## src/rtl/deco_pipe.sv

```systemverilog
// deco_pipe: instruction decode stage with a register file, a pending-write
// scoreboard for RAW hazards, immediate sign extension, branch target
// computation, and a single output register with a valid/ready handshake.
module deco_pipe #(
  parameter  int DATA_W = 32,
  parameter  int NREGS  = 16,
  parameter  int IMM_W  = 19,
  localparam int REG_W  = $clog2(NREGS)
) (
  input  logic              clk,
  input  logic              rst_n,
  // upstream instruction handshake
  input  logic              i_in_valid,
  output logic              o_in_ready,
  input  logic [REG_W-1:0]  i_ra,
  input  logic [REG_W-1:0]  i_rb,
  input  logic [REG_W-1:0]  i_rd,
  input  logic              i_rd_wr,
  input  logic              i_branch,
  input  logic [IMM_W-1:0]  i_imm,
  input  logic [DATA_W-1:0] i_pc,
  // write-back port
  input  logic              i_wb_en,
  input  logic [REG_W-1:0]  i_wb_addr,
  input  logic [DATA_W-1:0] i_wb_data,
  // downstream handshake and decoded results
  output logic              o_out_valid,
  input  logic              i_out_ready,
  output logic [DATA_W-1:0] o_data1,
  output logic [DATA_W-1:0] o_data2,
  output logic [DATA_W-1:0] o_imm_ext,
  output logic [DATA_W-1:0] o_branch_dir,
  output logic              o_pc_select,
  output logic [REG_W-1:0]  o_rd_out,
  output logic              o_rd_wr_out
);

  logic [DATA_W-1:0] r_regs [NREGS];
  logic [NREGS-1:0]  r_pending;
  logic [NREGS-1:0]  w_pending_next;

  logic              w_wb_hit_a;
  logic              w_wb_hit_b;
  logic [DATA_W-1:0] w_rdata1;
  logic [DATA_W-1:0] w_rdata2;
  logic              w_hazard;
  logic              w_accept;
  logic [DATA_W-1:0] w_imm_ext;
  logic [DATA_W-1:0] w_branch_dir;

  // Write-back port matches a source register (used for both bypass and hazard relief)
  always_comb begin
    w_wb_hit_a = i_wb_en && (i_wb_addr == i_ra);
    w_wb_hit_b = i_wb_en && (i_wb_addr == i_rb);
  end

  // Operand read: register 0 is hardwired zero, a same-cycle write-back is forwarded
  always_comb begin
    w_rdata1 = r_regs[i_ra];
    w_rdata2 = r_regs[i_rb];
    if (w_wb_hit_a) w_rdata1 = i_wb_data;
    if (w_wb_hit_b) w_rdata2 = i_wb_data;
    if (i_ra == '0) w_rdata1 = '0;
    if (i_rb == '0) w_rdata2 = '0;
  end

  // A source waiting on an outstanding write stalls, unless that write lands this cycle
  always_comb begin
    w_hazard = i_in_valid &&
               ((r_pending[i_ra] && !w_wb_hit_a) ||
                (r_pending[i_rb] && !w_wb_hit_b));
  end

  // Accept when the output slot is free (or draining) and no hazard is present
  always_comb begin
    o_in_ready = (!o_out_valid || i_out_ready) && !w_hazard;
    w_accept   = i_in_valid && o_in_ready;
  end

  // Sign-extend the immediate and form the word-scaled branch target (wraps silently)
  always_comb begin
    w_imm_ext    = {{(DATA_W-IMM_W){i_imm[IMM_W-1]}}, i_imm};
    w_branch_dir = i_pc + (w_imm_ext << 2);
  end

  // Scoreboard next state: write-back clears, an accepted writer sets, set wins a tie
  always_comb begin
    w_pending_next = r_pending;
    if (i_wb_en) w_pending_next[i_wb_addr] = 1'b0;
    if (w_accept && i_rd_wr && (i_rd != '0)) w_pending_next[i_rd] = 1'b1;
    w_pending_next[0] = 1'b0;
  end

  // Scoreboard register
  always_ff @(posedge clk or negedge rst_n) begin
    if (!rst_n) r_pending <= '0;
    else        r_pending <= w_pending_next;
  end

  // Register file write; register 0 is never written so it always reads back zero
  always_ff @(posedge clk or negedge rst_n) begin
    if (!rst_n) begin
      for (int i = 0; i < NREGS; i++) r_regs[i] <= '0;
    end else if (i_wb_en && (i_wb_addr != '0)) begin
      r_regs[i_wb_addr] <= i_wb_data;
    end
  end

  // Output register: load on accept, drop valid when drained with nothing new, else hold
  always_ff @(posedge clk or negedge rst_n) begin
    if (!rst_n) begin
      o_out_valid  <= 1'b0;
      o_data1      <= '0;
      o_data2      <= '0;
      o_imm_ext    <= '0;
      o_branch_dir <= '0;
      o_pc_select  <= 1'b0;
      o_rd_out     <= '0;
      o_rd_wr_out  <= 1'b0;
    end else if (w_accept) begin
      o_out_valid  <= 1'b1;
      o_data1      <= w_rdata1;
      o_data2      <= w_rdata2;
      o_imm_ext    <= w_imm_ext;
      o_branch_dir <= w_branch_dir;
      o_pc_select  <= i_branch;
      o_rd_out     <= i_rd;
      o_rd_wr_out  <= i_rd_wr;
    end else if (i_out_ready) begin
      o_out_valid  <= 1'b0;
    end
  end

endmodule

```

## config.mk

```make
export PLATFORM = sky130hd
export DESIGN_NAME = deco_pipe
export DESIGN_NICKNAME = d
export VERILOG_FILES = /design/src/rtl/deco_pipe.sv
export SDC_FILE = /design/constraint.sdc
export NUM_CORES = 1
export LEC_CHECK = 0
export ABC_AREA = 1
export CAP_MARGIN = 20
export CORE_MARGIN = 5
export CORE_UTILIZATION = 60
export DETAILED_ROUTE_END_ITERATION = 10
export PLACE_DENSITY = 0.91
export SYNTH_ARGS = -nofsm -noshare
export SYNTH_HDL_FRONTEND = slang
export SYNTH_SLANG_ARGS = --single-unit
```

## constraint.sdc

```tcl
create_clock -name clk -period 1.8 [get_ports clk]
set_input_delay 0.36 -clock clk [delete_from_list [all_inputs] [get_ports clk]]
set_output_delay 0.36 -clock clk [all_outputs]
set_load 0.005 [all_outputs]
```

==> out/metrics.cfg, run 1 <==
[synthesis]
synth_top_family_by_area = compound AO/OA/AOI/OAI gates
synth_area_leaders = dfrtp_1 46%, nand2_1 14%, o21ai_0 14%, a21oi_1 5.7%, nor2_1 4.1%
synth_top_area_frac = 0.4597
synthSimpleGateAreaFrac = 0.2185
syn_nets = 5047
synth-xor-area-share = 0.005455
async_flop_share = 1.000
syn_area_sq_um = 35330
synth-edff-count = 0
ys_warn_count = 0
synth.largest_area_cell = dfrtp_1
avgSynthCellArea_sq_um = 7.193
synth.most_common_cell = nand2_1
synth_common_cells = 1313 x nand2_1, 970 x o21ai_0, 649 x dfrtp_1
yosysSeqAreaShare = 0.4597
synth.ff_latch_count = 649
synth_compound_area_frac = 0.2202
synth-adder-area-share = 0.01084
yosys-mux-area-fraction = 0
netlist_instances = 4911
synth.distinct_cells = 32
synth_ff_type = dfrtp_1

[floorplan]
start_util = 0.6019
placementRows = 89
die_w_um = 252.6
io_pins = 242
die_y_um = 252.6

[placed_design]
place_hpwl_mm = 86.50
placed_cell_area_sq_um = 41050
place_ws_ns = -0.7508
gp_congestion = 1.029
io_buffers = 241

[outcome]
status = stopped before the end
firstError = [ERROR GRT-0232] Routing congestion too high. Check the congestion heatmap in the GUI.
flow.stopped_at = global routing (5_1_grt)

[global_route]
grt_max_degree = 86
grt-ovfl-total = 18
grt_use_total = 0.6107

[sta]
worst_path_end_type = output port
crit_endpoint = o_in_ready

[clock_network]
clock_sinks = 649
cts-buffers-inserted = 68
ctsLongestPathBuffers = 3
cts_max_level = 3
ctsRootBufferMaster = clkbuf_16

==> through the flow <==
step	instances	utilization
4_1_cts	6093	0.7654
3_3_place_gp	5901	0.6995
3_5_place_dp	5901	0.6995
2_1_floorplan	4911	-
==> per-layer routing <==
layer	global-route usage	GRT overflow
met3	0.4810	0
met2	0.7479	11
met5	0.2632	1
met1	0.6282	1
met4	0.5609	5
==> cells by family after synthesis <==
kind of cell             count (synthesis)
buffers and inverters                  744
XOR/XNOR                                22
adder cells (fa/ha/maj)                 30
AND/OR/NAND/NOR                       1954
flip-flops                             649
AO/OA/AOI/OAI                         1512
==> what timing repair did <==
action / in CTS
cloned: 31
endpoints found under the hold margin: 134
endpoints found under the setup margin: 267
pin swaps: 22
hold buffers: 1
gates resized for setup: 363
buffers inserted: 38
==> run 2, diff against run 1 <==
CORE_UTILIZATION = 40   (was 60)
PLACE_DENSITY = not set   (was 0.91)
PLACE_DENSITY_LB_ADDON = 0.15   (was not set)
==> run 2 against run 1 <==
Against the previous run:
- the flow now finishes, with violations (setup timing)
- area after synthesis unchanged
- synthesized cell count unchanged
==> out/metrics.cfg, run 2 <==
[outcome]
status = finished with violations
violations = setup timing

[global_route]
grt_pass1_wl_mm = 215.9
antenna_found_initial = 4
grt_pass1_vias = 34800
grt-ovfl-total = 0
grt_use_total = 0.2961
grt_max_degree = 64

[final_layout]
syn2layout_area_growth_pct = 32.88
largest_reg_flops = 512
multiInputGateArea_sq_um = 17010
fin_nets = 5482
final_util = 0.5336
drive_gt1_frac = 0.1669
final_cell_count_no_fill = 6566
final_common_cell = nand2_1
top_register = r_regs
final_cell_mix = 1162 x nand2_1, 939 x o21ai_0, 644 x dfrtp_1, 400 x a21oi_1, 373 x nor2_1
seqCellArea_sq_um = 16250
fillers = 8403

[detailed_routing]
post_drt_wl_per_cell_um = 22.17
wl_mm = 145.6
drt_iter0_markers = 3899
drtAntennaViolNets = 0
vias_per_cell = 5.513
via_count = 36200
drc = 0
firstDrtPassIters = 5

[synthesis]
synth_common_cells = 1313 x nand2_1, 970 x o21ai_0, 649 x dfrtp_1
synth_top_area_frac = 0.4597  ; unchanged
synth.ff_latch_count = 649  ; unchanged
synth_area_leaders = dfrtp_1 46%, nand2_1 14%, o21ai_0 14%, a21oi_1 5.7%, nor2_1 4.1%
avgSynthCellArea_sq_um = 7.193  ; unchanged
syn_area_sq_um = 35330  ; unchanged
async_flop_share = 1.000  ; unchanged
ys_warn_count = 0  ; unchanged
synth-edff-count = 0  ; unchanged
synth.distinct_cells = 32  ; unchanged
syn_nets = 5047  ; unchanged
synth.largest_area_cell = dfrtp_1
synth.most_common_cell = nand2_1
yosysSeqAreaShare = 0.4597  ; unchanged
synth_ff_type = dfrtp_1
netlist_instances = 4911  ; unchanged

[floorplan]
die_w_um = 307.2  ; +22%
placementRows = 109  ; +22%
core_area_sq_um = 87970
io_pins = 242  ; unchanged
die_y_um = 307.2  ; +22%
start_util = 0.4016  ; -0.2004
dieArea_sq_um = 94360

[clock_network]
cts-buffers-inserted = 74  ; +8.8%
ctsRootBufferMaster = clkbuf_16
clkLatencyLatePin_ns = 0.63
path_clk_slew_ns = 0.06
cts_max_level = 3  ; unchanged
ctsLongestPathBuffers = 3  ; unchanged
cts_tree = done
clock_sinks = 649  ; unchanged

[sta]
setup_viol = 138
finalCritPeriodShare = 1.252
fin_tns_setup_ns = -48.59
hold_viol_final = 0
drv_slew = 0
worstMarginPinSlew_ns = 0.7020
layout_setup_ws_ns = -0.4532
rsz0062_at_grt = yes
period_needed_ns = 2.253
fmaxAchievable_mhz = 443.8
slew_headroom = 0.5320
fin_skew_ns = 0.01613

[worst_setup_path]
path_class = flip-flop to flip-flop
cp_cell_sequence = inv_1 -> nand2_1 -> nand3_1 -> nand3_1 -> nand3_1 -> nand2_2 -> nand2_2 -> buf_4 -> buf_6 -> buf_6 -> nand4_4 -> buf_12 -> buf_12 -> clkbuf_16 -> clkbuf_16 -> nand2_1 -> nand2_2
worst-path-max-fanout = 8
slowest_stage = dfrtp_1
critical-path-max-stage-delay_ns = 0.38
cp-start-kind = flip-flop
cp_data_arrival_time_ns = 2.77
crit_path_end_kind = flip-flop
required_ns = 2.32

[pwr]
power_leakage_nw = 22.15
powerDensity_nw_per_um2 = 1036
power_mw = 48.63
vdd_ir_drop_max_mv = 0.7764

[placed_design]
place_hpwl_mm = 97.22  ; +12%
placed_cells = 6392  ; +8.3%
place_ws_ns = -0.7815  ; -0.03071 ns
gp_congestion = 0.9394  ; -8.7%
io_buffers = 241  ; unchanged

[flow_run]
maxCapViolCount = 0

[hold_path]
hold_class = input port to asynchronous set/reset pin

[run 2: cell counts after synthesis]
No cell type changed its count.
[run 2: final timing paths]
path                               start               end  slack [ns]  cells past startpoint
min in group clk                 i_pc[1]   o_branch_dir[1]        0.28                      3
min                                rst_n       r_regs[387]        0.26                      2
min reg2reg                  r_regs[484]       r_regs[484]        0.40                      0
max in group asynchronous          rst_n  o_branch_dir[26]        0.71                      4
max reg2reg                r_pending[14]        o_data1[1]       -0.45                     17
max                        r_pending[14]        o_data1[1]       -0.45                     17
[run 2: final cells by class]
type                       instances  area share
clock inverter                    22    0.006424
sequential                       649      0.3461
multi-input combinational       3518      0.3623
timing repair buffer             770      0.1805
inverter                         333     0.02705
antenna                            4   0.0002132
tap                             1165     0.03105
clock buffer                     105     0.04627
[run 2: kinds of logic after synthesis]
family,after synthesis,share of synthesized area
buffers and inverters,744,0.08525
AND/OR/NAND/NOR,1954,0.2185
adder cells (fa/ha/maj),30,0.01084
XOR/XNOR,22,0.005455
flip-flops,649,0.4597
AO/OA/AOI/OAI,1512,0.2202
[run 2: per-stage QoR]
step / hold WS, ns / instance area [sq um]
finish: 0.2614 / 46940
global route: 0.2697 / 46940
CTS: 0.2360 / 45860
detailed placement: 0.3149 / 42880
global placement: 0.3187 / 42880
floorplan: 0.06441 / 35340
[run 2: layer usage]
metal | share of wire | global-route usage
met5 | 0.00010 | 0
met4 | 0.046 | 0.1164
met1 | 0.42 | 0.4122
met3 | 0.084 | 0.04401
met2 | 0.45 | 0.4691
[run 2: report_power, final]
group          switching, mW  internal (mW)
clock                   6.35           9.38
sequential              2.20           17.9
combinational           7.19           5.61
[run 2: what timing repair did]
action	CTS	global route
pin swaps	5	40
hold endpoints to repair	13	0
gates resized for setup	263	259
hold buffers	1	0
cloned	11	12
setup buffers	17	7
endpoints found under the setup margin	263	152
[run 2: worst max-delay path: cells and delay by family (launching register included)]
kind                   cells  cell delay [ns]
and+or+nand+nor            9             0.73
DFF                        1             0.38
buffers and inverters      8             1.04
(Power assumes the default switching activity.)
